### src/rtl/contador_captura_pkg.sv
// Shared encodings for the rco capture stage: counter modes, read-side states
// and the width of one captured {modo, Q} snapshot.
package contador_captura_pkg;

  localparam logic [1:0] MODO_UP   = 2'b00;
  localparam logic [1:0] MODO_DOWN = 2'b01;
  localparam logic [1:0] MODO_UP3  = 2'b10;
  localparam logic [1:0] MODO_LOAD = 2'b11;

  localparam int Q_W_DEF = 4;
  localparam int CAP_W   = Q_W_DEF + 2;

  localparam logic [0:0] RD_IDLE = 1'b0;
  localparam logic [0:0] RD_OUT  = 1'b1;

  // Snapshot width for an arbitrary counter width: mode bits sit above Q.
  function automatic int cap_w(input int q_w);
    return q_w + 2;
  endfunction

endpackage

### src/rtl/contador_captura_if.sv
// Counter-side inputs, read handshake and statistics of the capture stage.
// The stage itself uses the slave view; the driver/checker uses master.
interface contador_captura_if #(
  parameter int Q_W   = 4,
  parameter int CNT_W = 8
) ();

  logic             enable;
  logic [1:0]       modo;
  logic [Q_W-1:0]   Q;
  logic             rco;
  logic             rd_req;
  logic             rd_valid;
  logic [Q_W+1:0]   rd_data;
  logic             fifo_empty;
  logic             fifo_full;
  logic [CNT_W-1:0] ev_cnt;
  logic [CNT_W-1:0] drop_cnt;

  modport master (
    output enable, modo, Q, rco, rd_req,
    input  rd_valid, rd_data, fifo_empty, fifo_full, ev_cnt, drop_cnt
  );

  modport slave (
    input  enable, modo, Q, rco, rd_req,
    output rd_valid, rd_data, fifo_empty, fifo_full, ev_cnt, drop_cnt
  );

endinterface

### src/rtl/contador_captura_fifo.sv
// Synchronous DEPTH x W FIFO with registered read; push/pop requests are
// qualified here and the accepted strobes are reported back as *_ack.
module contador_captura_fifo #(
  parameter int DEPTH = 4,
  parameter int W     = 6
) (
  input  logic         clk,
  input  logic         reset,
  input  logic         push,
  input  logic         pop,
  input  logic [W-1:0] din,
  output logic [W-1:0] dout,
  output logic         full,
  output logic         empty,
  output logic         push_ack,
  output logic         pop_ack
);

  localparam int PTR_W = $clog2(DEPTH);
  localparam logic [PTR_W-1:0] PTR_INC  = PTR_W'(1);
  localparam logic [PTR_W:0]   CNT_INC  = (PTR_W + 1)'(1);
  localparam logic [PTR_W:0]   CNT_FULL = (PTR_W + 1)'(DEPTH);

  logic [W-1:0]     mem [DEPTH];
  logic [PTR_W-1:0] wr_ptr_reg, rd_ptr_reg;
  logic [PTR_W:0]   count_reg, count_next;
  logic [W-1:0]     dout_reg;
  logic             full_reg, empty_reg;

  // A pop from a full FIFO frees the slot the simultaneous push lands in.
  assign pop_ack  = pop & ~empty_reg;
  assign push_ack = push & (~full_reg | pop_ack);

  always_comb begin
    count_next = count_reg;
    if (push_ack && !pop_ack)
      count_next = count_reg + CNT_INC;
    else if (pop_ack && !push_ack)
      count_next = count_reg - CNT_INC;
  end

  // When full, wr_ptr == rd_ptr: the read below still sees the old word.
  always_ff @(posedge clk) begin
    if (push_ack)
      mem[wr_ptr_reg] <= din;
  end

  always_ff @(posedge clk) begin
    if (reset) begin
      dout_reg   <= '0;
      wr_ptr_reg <= '0;
      rd_ptr_reg <= '0;
      count_reg  <= '0;
      full_reg   <= 1'b0;
      empty_reg  <= 1'b1;
    end else begin
      if (pop_ack) begin
        dout_reg   <= mem[rd_ptr_reg];
        rd_ptr_reg <= rd_ptr_reg + PTR_INC;
      end
      if (push_ack)
        wr_ptr_reg <= wr_ptr_reg + PTR_INC;
      count_reg <= count_next;
      full_reg  <= (count_next == CNT_FULL);
      empty_reg <= (count_next == '0);
    end
  end

  assign dout  = dout_reg;
  assign full  = full_reg;
  assign empty = empty_reg;

endmodule

### src/rtl/contador_captura.sv
// Captures {modo, Q} on every enabled rising edge of rco into a small FIFO,
// drained through a one-cycle-latency read strobe, with saturating statistics.
module contador_captura
  import contador_captura_pkg::*;
#(
  parameter int DEPTH = 4,
  parameter int CNT_W = 8,
  parameter int Q_W   = 4
) (
  input  logic clk,
  input  logic reset,
  contador_captura_if.slave bus
);

  localparam int CW = cap_w(Q_W);
  localparam logic [CNT_W-1:0] CNT_MAX = '1;
  localparam logic [CNT_W-1:0] CNT_INC = CNT_W'(1);

  logic             rco_q_reg;
  logic             rco_event;
  logic             push_ack, pop_ack;
  logic [0:0]       rd_state_reg, rd_state_next;
  logic [CNT_W-1:0] ev_cnt_reg, drop_cnt_reg;

  // rco_q follows rco even while disabled, so an ignored edge stays spent
  // until rco falls.
  assign rco_event = bus.rco & ~rco_q_reg & bus.enable;

  contador_captura_fifo #(
    .DEPTH (DEPTH),
    .W     (CW)
  ) u_fifo (
    .clk      (clk),
    .reset    (reset),
    .push     (rco_event),
    .pop      (bus.rd_req),
    .din      ({bus.modo, bus.Q}),
    .dout     (bus.rd_data),
    .full     (bus.fifo_full),
    .empty    (bus.fifo_empty),
    .push_ack (push_ack),
    .pop_ack  (pop_ack)
  );

  always_comb begin
    rd_state_next = rd_state_reg;
    case (rd_state_reg)
      RD_IDLE: if (pop_ack)  rd_state_next = RD_OUT;
      RD_OUT:  if (!pop_ack) rd_state_next = RD_IDLE;
      default: rd_state_next = RD_IDLE;
    endcase
  end

  always_ff @(posedge clk) begin
    if (reset) begin
      rco_q_reg    <= 1'b0;
      rd_state_reg <= RD_IDLE;
      ev_cnt_reg   <= '0;
      drop_cnt_reg <= '0;
    end else begin
      rco_q_reg    <= bus.rco;
      rd_state_reg <= rd_state_next;
      if (rco_event && ev_cnt_reg != CNT_MAX)
        ev_cnt_reg <= ev_cnt_reg + CNT_INC;
      if (rco_event && !push_ack && drop_cnt_reg != CNT_MAX)
        drop_cnt_reg <= drop_cnt_reg + CNT_INC;
    end
  end

  assign bus.rd_valid = (rd_state_reg == RD_OUT);
  assign bus.ev_cnt   = ev_cnt_reg;
  assign bus.drop_cnt = drop_cnt_reg;

endmodule

### src/flat_wrapper.sv
// flat-port wrapper written by rule: the top's interface ports become plain ports
module contador_captura_flat import contador_captura_pkg::*;
#(
  parameter int DEPTH = 4,
  parameter int CNT_W = 8,
  parameter int Q_W   = 4
)
  (clk, reset, bus_enable, bus_modo, bus_Q, bus_rco, bus_rd_req, bus_rd_valid, bus_rd_data, bus_fifo_empty, bus_fifo_full, bus_ev_cnt, bus_drop_cnt);
  contador_captura_if #(.Q_W(Q_W), .CNT_W(CNT_W)) bus_i ();
  input  logic clk;
  input  logic reset;
  input wire logic [$bits(bus_i.enable)-1:0] bus_enable;
  input wire logic [$bits(bus_i.modo)-1:0] bus_modo;
  input wire logic [$bits(bus_i.Q)-1:0] bus_Q;
  input wire logic [$bits(bus_i.rco)-1:0] bus_rco;
  input wire logic [$bits(bus_i.rd_req)-1:0] bus_rd_req;
  output wire logic [$bits(bus_i.rd_valid)-1:0] bus_rd_valid;
  output wire logic [$bits(bus_i.rd_data)-1:0] bus_rd_data;
  output wire logic [$bits(bus_i.fifo_empty)-1:0] bus_fifo_empty;
  output wire logic [$bits(bus_i.fifo_full)-1:0] bus_fifo_full;
  output wire logic [$bits(bus_i.ev_cnt)-1:0] bus_ev_cnt;
  output wire logic [$bits(bus_i.drop_cnt)-1:0] bus_drop_cnt;
  assign bus_i.enable = bus_enable;
  assign bus_i.modo = bus_modo;
  assign bus_i.Q = bus_Q;
  assign bus_i.rco = bus_rco;
  assign bus_i.rd_req = bus_rd_req;
  assign bus_rd_valid = bus_i.rd_valid;
  assign bus_rd_data = bus_i.rd_data;
  assign bus_fifo_empty = bus_i.fifo_empty;
  assign bus_fifo_full = bus_i.fifo_full;
  assign bus_ev_cnt = bus_i.ev_cnt;
  assign bus_drop_cnt = bus_i.drop_cnt;
  contador_captura #(.DEPTH(DEPTH), .CNT_W(CNT_W), .Q_W(Q_W)) u_core (.clk(clk), .reset(reset), .bus(bus_i));
endmodule
### config.mk
export PLATFORM = sky130hd
export DESIGN_NAME = contador_captura_flat
export DESIGN_NICKNAME = d
export VERILOG_FILES = /design/src/rtl/contador_captura_pkg.sv /design/src/rtl/contador_captura_if.sv /design/src/rtl/contador_captura_fifo.sv /design/src/rtl/contador_captura.sv /design/src/flat_wrapper.sv
export SDC_FILE = /design/constraint.sdc
export NUM_CORES = 1
export LEC_CHECK = 0
export CORE_ASPECT_RATIO = 0.7
export CORE_MARGIN = 4
export CORE_UTILIZATION = 35
export DETAILED_ROUTE_END_ITERATION = 8
export GPL_ROUTABILITY_DRIVEN = 0
export PLACE_DENSITY_LB_ADDON = 0.2
export SLEW_MARGIN = 30
export SYNTH_ARGS = -nofsm -noshare
export SYNTH_HDL_FRONTEND = slang
export SYNTH_SLANG_ARGS = --single-unit
### constraint.sdc
create_clock -name clk -period 1.6 [get_ports clk]
set_input_delay 0.4 -clock clk [delete_from_list [all_inputs] [get_ports clk]]
set_output_delay 0.4 -clock clk [all_outputs]
set_load 0.005 [all_outputs]
# Yosys cells after proc, flatten, opt, wreduce, memory -nomap -nowiden
# Memory sizes are Yosys's and may differ from the RTL's. A register that Yosys moved wholly into a read port is not among the register bits.
# Index checks and enable logic that the tools add are counted.
# totals
reg_bits	27
mem_bits_rw	24
input_bits	11
out_inout_bits	25
elab_cells	40
mem_count	1
# memory_table
memory	depth	width	rd	rd_clocked_by_memory_dff	wr	line	source
u_core.u_fifo.mem	4	6	1	1	1	contador_captura_fifo.sv:24	logic [W-1:0] mem [DEPTH];
# op_classes
addsub	6
eq_ne	3
n_mux	5
n_bitwise	8
n_reduce_logical	8
# ops
operator	n
adder 8 x 1 -> 8 bit (second input constant)	2
!= test 8 bit (second input constant)	2
2-to-1 mux 3 bit	2
logical AND 1 bit	5
adder 2 x 1 -> 2 bit (second input constant)	2
bitwise AND 1 bit	4
adder 3 x 1 -> 3 bit (second input constant)	1
== test 3 bit (second input constant)	1
zero test 3 bit	1
2-to-1 mux 1 bit	3
inverter 1 bit	3
subtractor 3 x 1 -> 3 bit (second input constant)	1
zero test 1 bit	2
OR 1 bit	1

# Longest topological paths before layout
# depth
ltp_word	9
depth_mapped	7

# Hierarchy
# From an unflattened synthesis, not the netlist that was laid out.
# hier_totals
hier_cells	205
area_unflattened_um2	2464.9
# modules_own_cells
module	n_inst	cells_each	area_each_um2	seq_area_each_um2
contador_captura_fifo	1	117	1615.3	1021.0
contador_captura	1	88	849.6	360.3

# Worst setup path after synthesis
# No wires, ideal clock.
# synth_path
kind	register to register
startpoint	register u_core.ev_cnt_reg[0] (netlist: u_core.bus.ev_cnt[0])
endpoint	register u_core.ev_cnt_reg[2] (netlist: u_core.bus.ev_cnt[2])
setup_time_ns	0.128
arrival_time_ns	1.420
required_ns	1.472
slack_ns	0.052
path_stages_with_launch	7
synth_period_minus_slack_ns	1.548
path_cell_list	dfxtp_1 ha_1 and4_1 a41oi_1 nand2_1 xor2_1 nor2_1
# synth_between
elab_chain_cells	2
# synth_rtl
item	line	source
start, declared	contador_captura.sv:23	logic [CNT_W-1:0] ev_cnt_reg, drop_cnt_reg;
start signal, assigned	contador_captura.sv:64	ev_cnt_reg <= ev_cnt_reg + CNT_INC;
parallel branches: the longest is 2 deep, another holds adder 8 x 1 -> 8 bit	n/a	
# Several ways; the timed one is not identified.
# A chain may end at the register's enable or synchronous reset.

# Final worst setup path
# layout_path
startpoint	register u_core.ev_cnt_reg[6] (netlist: u_core.bus.ev_cnt[6])
endpoint	output bus_ev_cnt[6]
# layout_rtl
item	line	source
end, declared	flat_wrapper.sv:21	output wire logic [$bits(bus_i.ev_cnt)-1:0] bus_ev_cnt;
# No word-level cell between the ends.

==> results.py <==
metrics = {
    "outcome": {
        "outcome": "completed",
    },
    "routing": {
        "ant_nets": 0,
        "drc": 0,
        "vias": 1709,
        "firstDrtPassIters": 4,
        "drt_iter0_markers": 53,
        "viasPerCell": 4.56,
        "wl_per_cell_um": 12.6,
        "routed_wl_um": 4740,
    },
    "synthesis": {
        "avgSynthCellArea_sq_um": 11.7,
        "ys_seq_area_share_pct": 57.7,
        "synth-seq-cells": 57,
        "ys_types": 38,
        "yosys-top-cells-count": "dfxtp_1 (33), nor2_1 (26), edfxtp_1 (24)",
        "synth_top_area_share_pct": 30.1,
        "yosys_warnings": 0,
        "syn_area_sq_um": 2400,
        "yosysMostFrequentCell": "dfxtp_1",
        "synth_edf_count": 24,
        "yosys_most_used_dff": "dfxtp_1",
        "synth_largest_area_cell": "edfxtp_1",
        "syn_inst": 205,
        "syn-num-nets": 224,
        "synth_area_leaders": "edfxtp_1 (30%), dfxtp_1 (28%), mux4_2 (5.6%)",
        "ys_async_sr_fraction_pct": 0,
    },
    "pwr": {
        "p_sw_uw": 950,
        "p_leak_nw": 1.45,
        "powerDensity_nw_per_um2": 1080,
        "p_int_mw": 2.75,
        "power_frac_clock_pct": 36.2,
        "seq_power_share_pct": 45.7,
        "swShare_pct": 25.7,
        "combPwrFrac_pct": 18.1,
        "ir_worst_vdd_v": 0.000431,
    },
    "finish": {
        "fin_area_sq_um": 3420,
        "fill_cells": 617,
        "largest_register_ffs": 24,
        "drive_gt1_share_pct": 30.3,
        "n_antenna_cell": 0,
        "nNetsFinal": 298,
        "layout.cells.non_filler": 375,
        "utilization_pct": 53.2,
        "area_growth_pct": 42.6,
    },
    "global_routing": {
        "grt_antenna_before_repair": 0,
        "grt_pass1_vias": 1728,
        "grt_pass1_wl_um": 8220,
        "grt_usage_pct": 13.0,
        "grt_max_degree": 18,
        "globalRoute.totalOverflow": 0,
    },
    "worst_setup_path": {
        "worstSetupEndpointType": "output port",
        "cpLargestDelayFamily": "buffers and inverters",
        "cp.required_ps": 1200,
        "rrSetupSlack_ps": 70,
        "worstSetupStartpointType": "flip-flop",
        "cp_num_buf_inv": 1,
        "critPathKind": "flip-flop to output port",
        "worst_ep_arrival_time_ps": 1140,
        "critPathMaxFanout": 2,
        "max_stage_delay_ps": 490,
        "crit_chain": "clkdlybuf4s50_1",
        "slowest_stage": "clkdlybuf4s50_1",
    },
    "die": {
        "coreArea_sq_um": 6430,
        "dieHeight_um": 77.2,
        "initial_core_util_pct": 37.3,
        "fp.dieW_um": 107,
        "fp-row-count": 24,
        "die-area_sq_um": 8250,
        "io_pins": 36,
    },
    "timing": {
        "max_clock_freq_ghz": 0.648,
        "finalCritPeriodShare_pct": 96.5,
        "setup_viol": 0,
        "skew_ps": 4.98,
        "post-route-min-period_ps": 1540,
        "whs_ps": 355,
        "drv_slew": 0,
        "max_slew_margin_pct": 75.5,
        "tightest_slew_ps": 367,
        "final-hold-violation-count": 0,
        "rsz0062_at_grt": "no",
    },
    "run": {
        "maxCapViolations": 0,
    },
    "placed_design": {
        "io_buffers": 35,
        "placed_area_sq_um": 3100,
        "place_hpwl_um": 3500,
        "placedCellCount": 354,
    },
    "clock_network": {
        "clk_pin_slew_worst_paths_ps": 60,
        "numCtsBuffers": 9,
        "root_buffer": "clkbuf_8",
        "cts_tree": "done",
        "h-tree-depth": 3,
        "hold_buffers": 0,
        "cts_sinks": 57,
        "cts_buffer_depth": 2,
        "clk_latency_ps": 340,
    },
    "hold_path": {
        "hp-class": "primary input to flip-flop",
    },
}
==> metal layers <==
layer	global-route usage (%)	share of wire (%)	up-vias
met5	0	0	-
met4	6.51	2.4	0
met3	4.87	5.0	9
met2	18.5	42	37
met1	17.1	51	790
li1	-	-	873
==> placed cells by master (no fill, tap or decap), types with 2 or more instances in the layout <==
cell / Yosys / layout
clkinvlp_4: 0 / 2
nand2_1: 20 / 20
nand3_1: 6 / 6
and2_1: 5 / 5
dlygate4sd2_1: 0 / 17
buf_12: 0 / 4
nor3_1: 5 / 4
o21ai_0: 5 / 5
buf_4: 1 / 31
clkdlybuf4s50_1: 0 / 9
xnor2_1: 9 / 9
ha_1: 8 / 7
clkbuf_8: 0 / 10
clkinv_4: 0 / 2
dfxtp_2: 0 / 10
nand4_1: 2 / 2
or3_1: 2 / 2
and4_1: 2 / 2
edfxtp_1: 24 / 24
inv_1: 6 / 6
dfxtp_4: 0 / 5
nor2_1: 26 / 26
xor2_1: 4 / 4
dlymetal6s2s_1: 0 / 9
a21oi_1: 10 / 10
dfxtp_1: 33 / 18
mux2i_1: 5 / 5
mux4_2: 6 / 6
nor2b_1: 4 / 3
==> per-stage QoR <==
step	power, mW	TNS, ps	setup WS [ps]
6_report	3.70	0	56.3
5_1_grt	3.90	0	5.49
4_1_cts	3.73	0	0.170
3_5_place_dp	2.37	-15480	-438
3_3_place_gp	2.36	-14400	-365
2_1_floorplan	2.08	0	52.0
==> path summary, 6_finish.rpt <==
path | start | end | cells past startpoint
max | u_core.bus.ev_cnt[6] | bus_ev_cnt[6] | 1
min | bus_rco | u_core.rco_q_reg | 2
max reg2reg | u_core.bus.ev_cnt[0] | u_core.bus.ev_cnt[6] | 6
min reg2reg | u_core.u_fifo.dout[3] | u_core.u_fifo.dout[3] | 2
==> power by group through the flow <==
stage,sequential (mW),clock [mW],combinational [mW]
floorplan,1.70,0,0.383
global placement,1.72,0,0.643
detailed placement,1.72,0,0.648
CTS,1.69,1.38,0.658
global route,1.71,1.45,0.750
finish,1.69,1.34,0.670
==> cell families after synthesis <==
family / count (synthesis) / synth area share (%)
DFF: 57 / 57.6
buffers and inverters: 13 / 2.30
and+or+nand+nor: 79 / 16.7
muxes: 11 / 7.73
xor gates and xnor gates: 13 / 4.75
AOI/OAI and AO/OA: 24 / 6.68
adders and majority gates: 8 / 4.18
==> final cells by class <==
cell class | count | area (sq um) | share of cell area [%]
Clock inverter | 6 | 67.6 | 1.98
Timing Repair Buffer | 70 | 664 | 19.5
Sequential cell | 57 | 1410 | 41.4
Clock buffer | 10 | 138 | 4.03
Multi-Input combinational cell | 135 | 997 | 29.2
Inverter | 6 | 22.5 | 0.659
Tap cell | 91 | 114 | 3.33
==> timing repair <==
action,CTS,global route
pin swaps,1,5
gates resized for setup,42,13
buffers inserted,2,3
endpoints found under the setup margin,31,44
(Power assumes the default switching activity.)
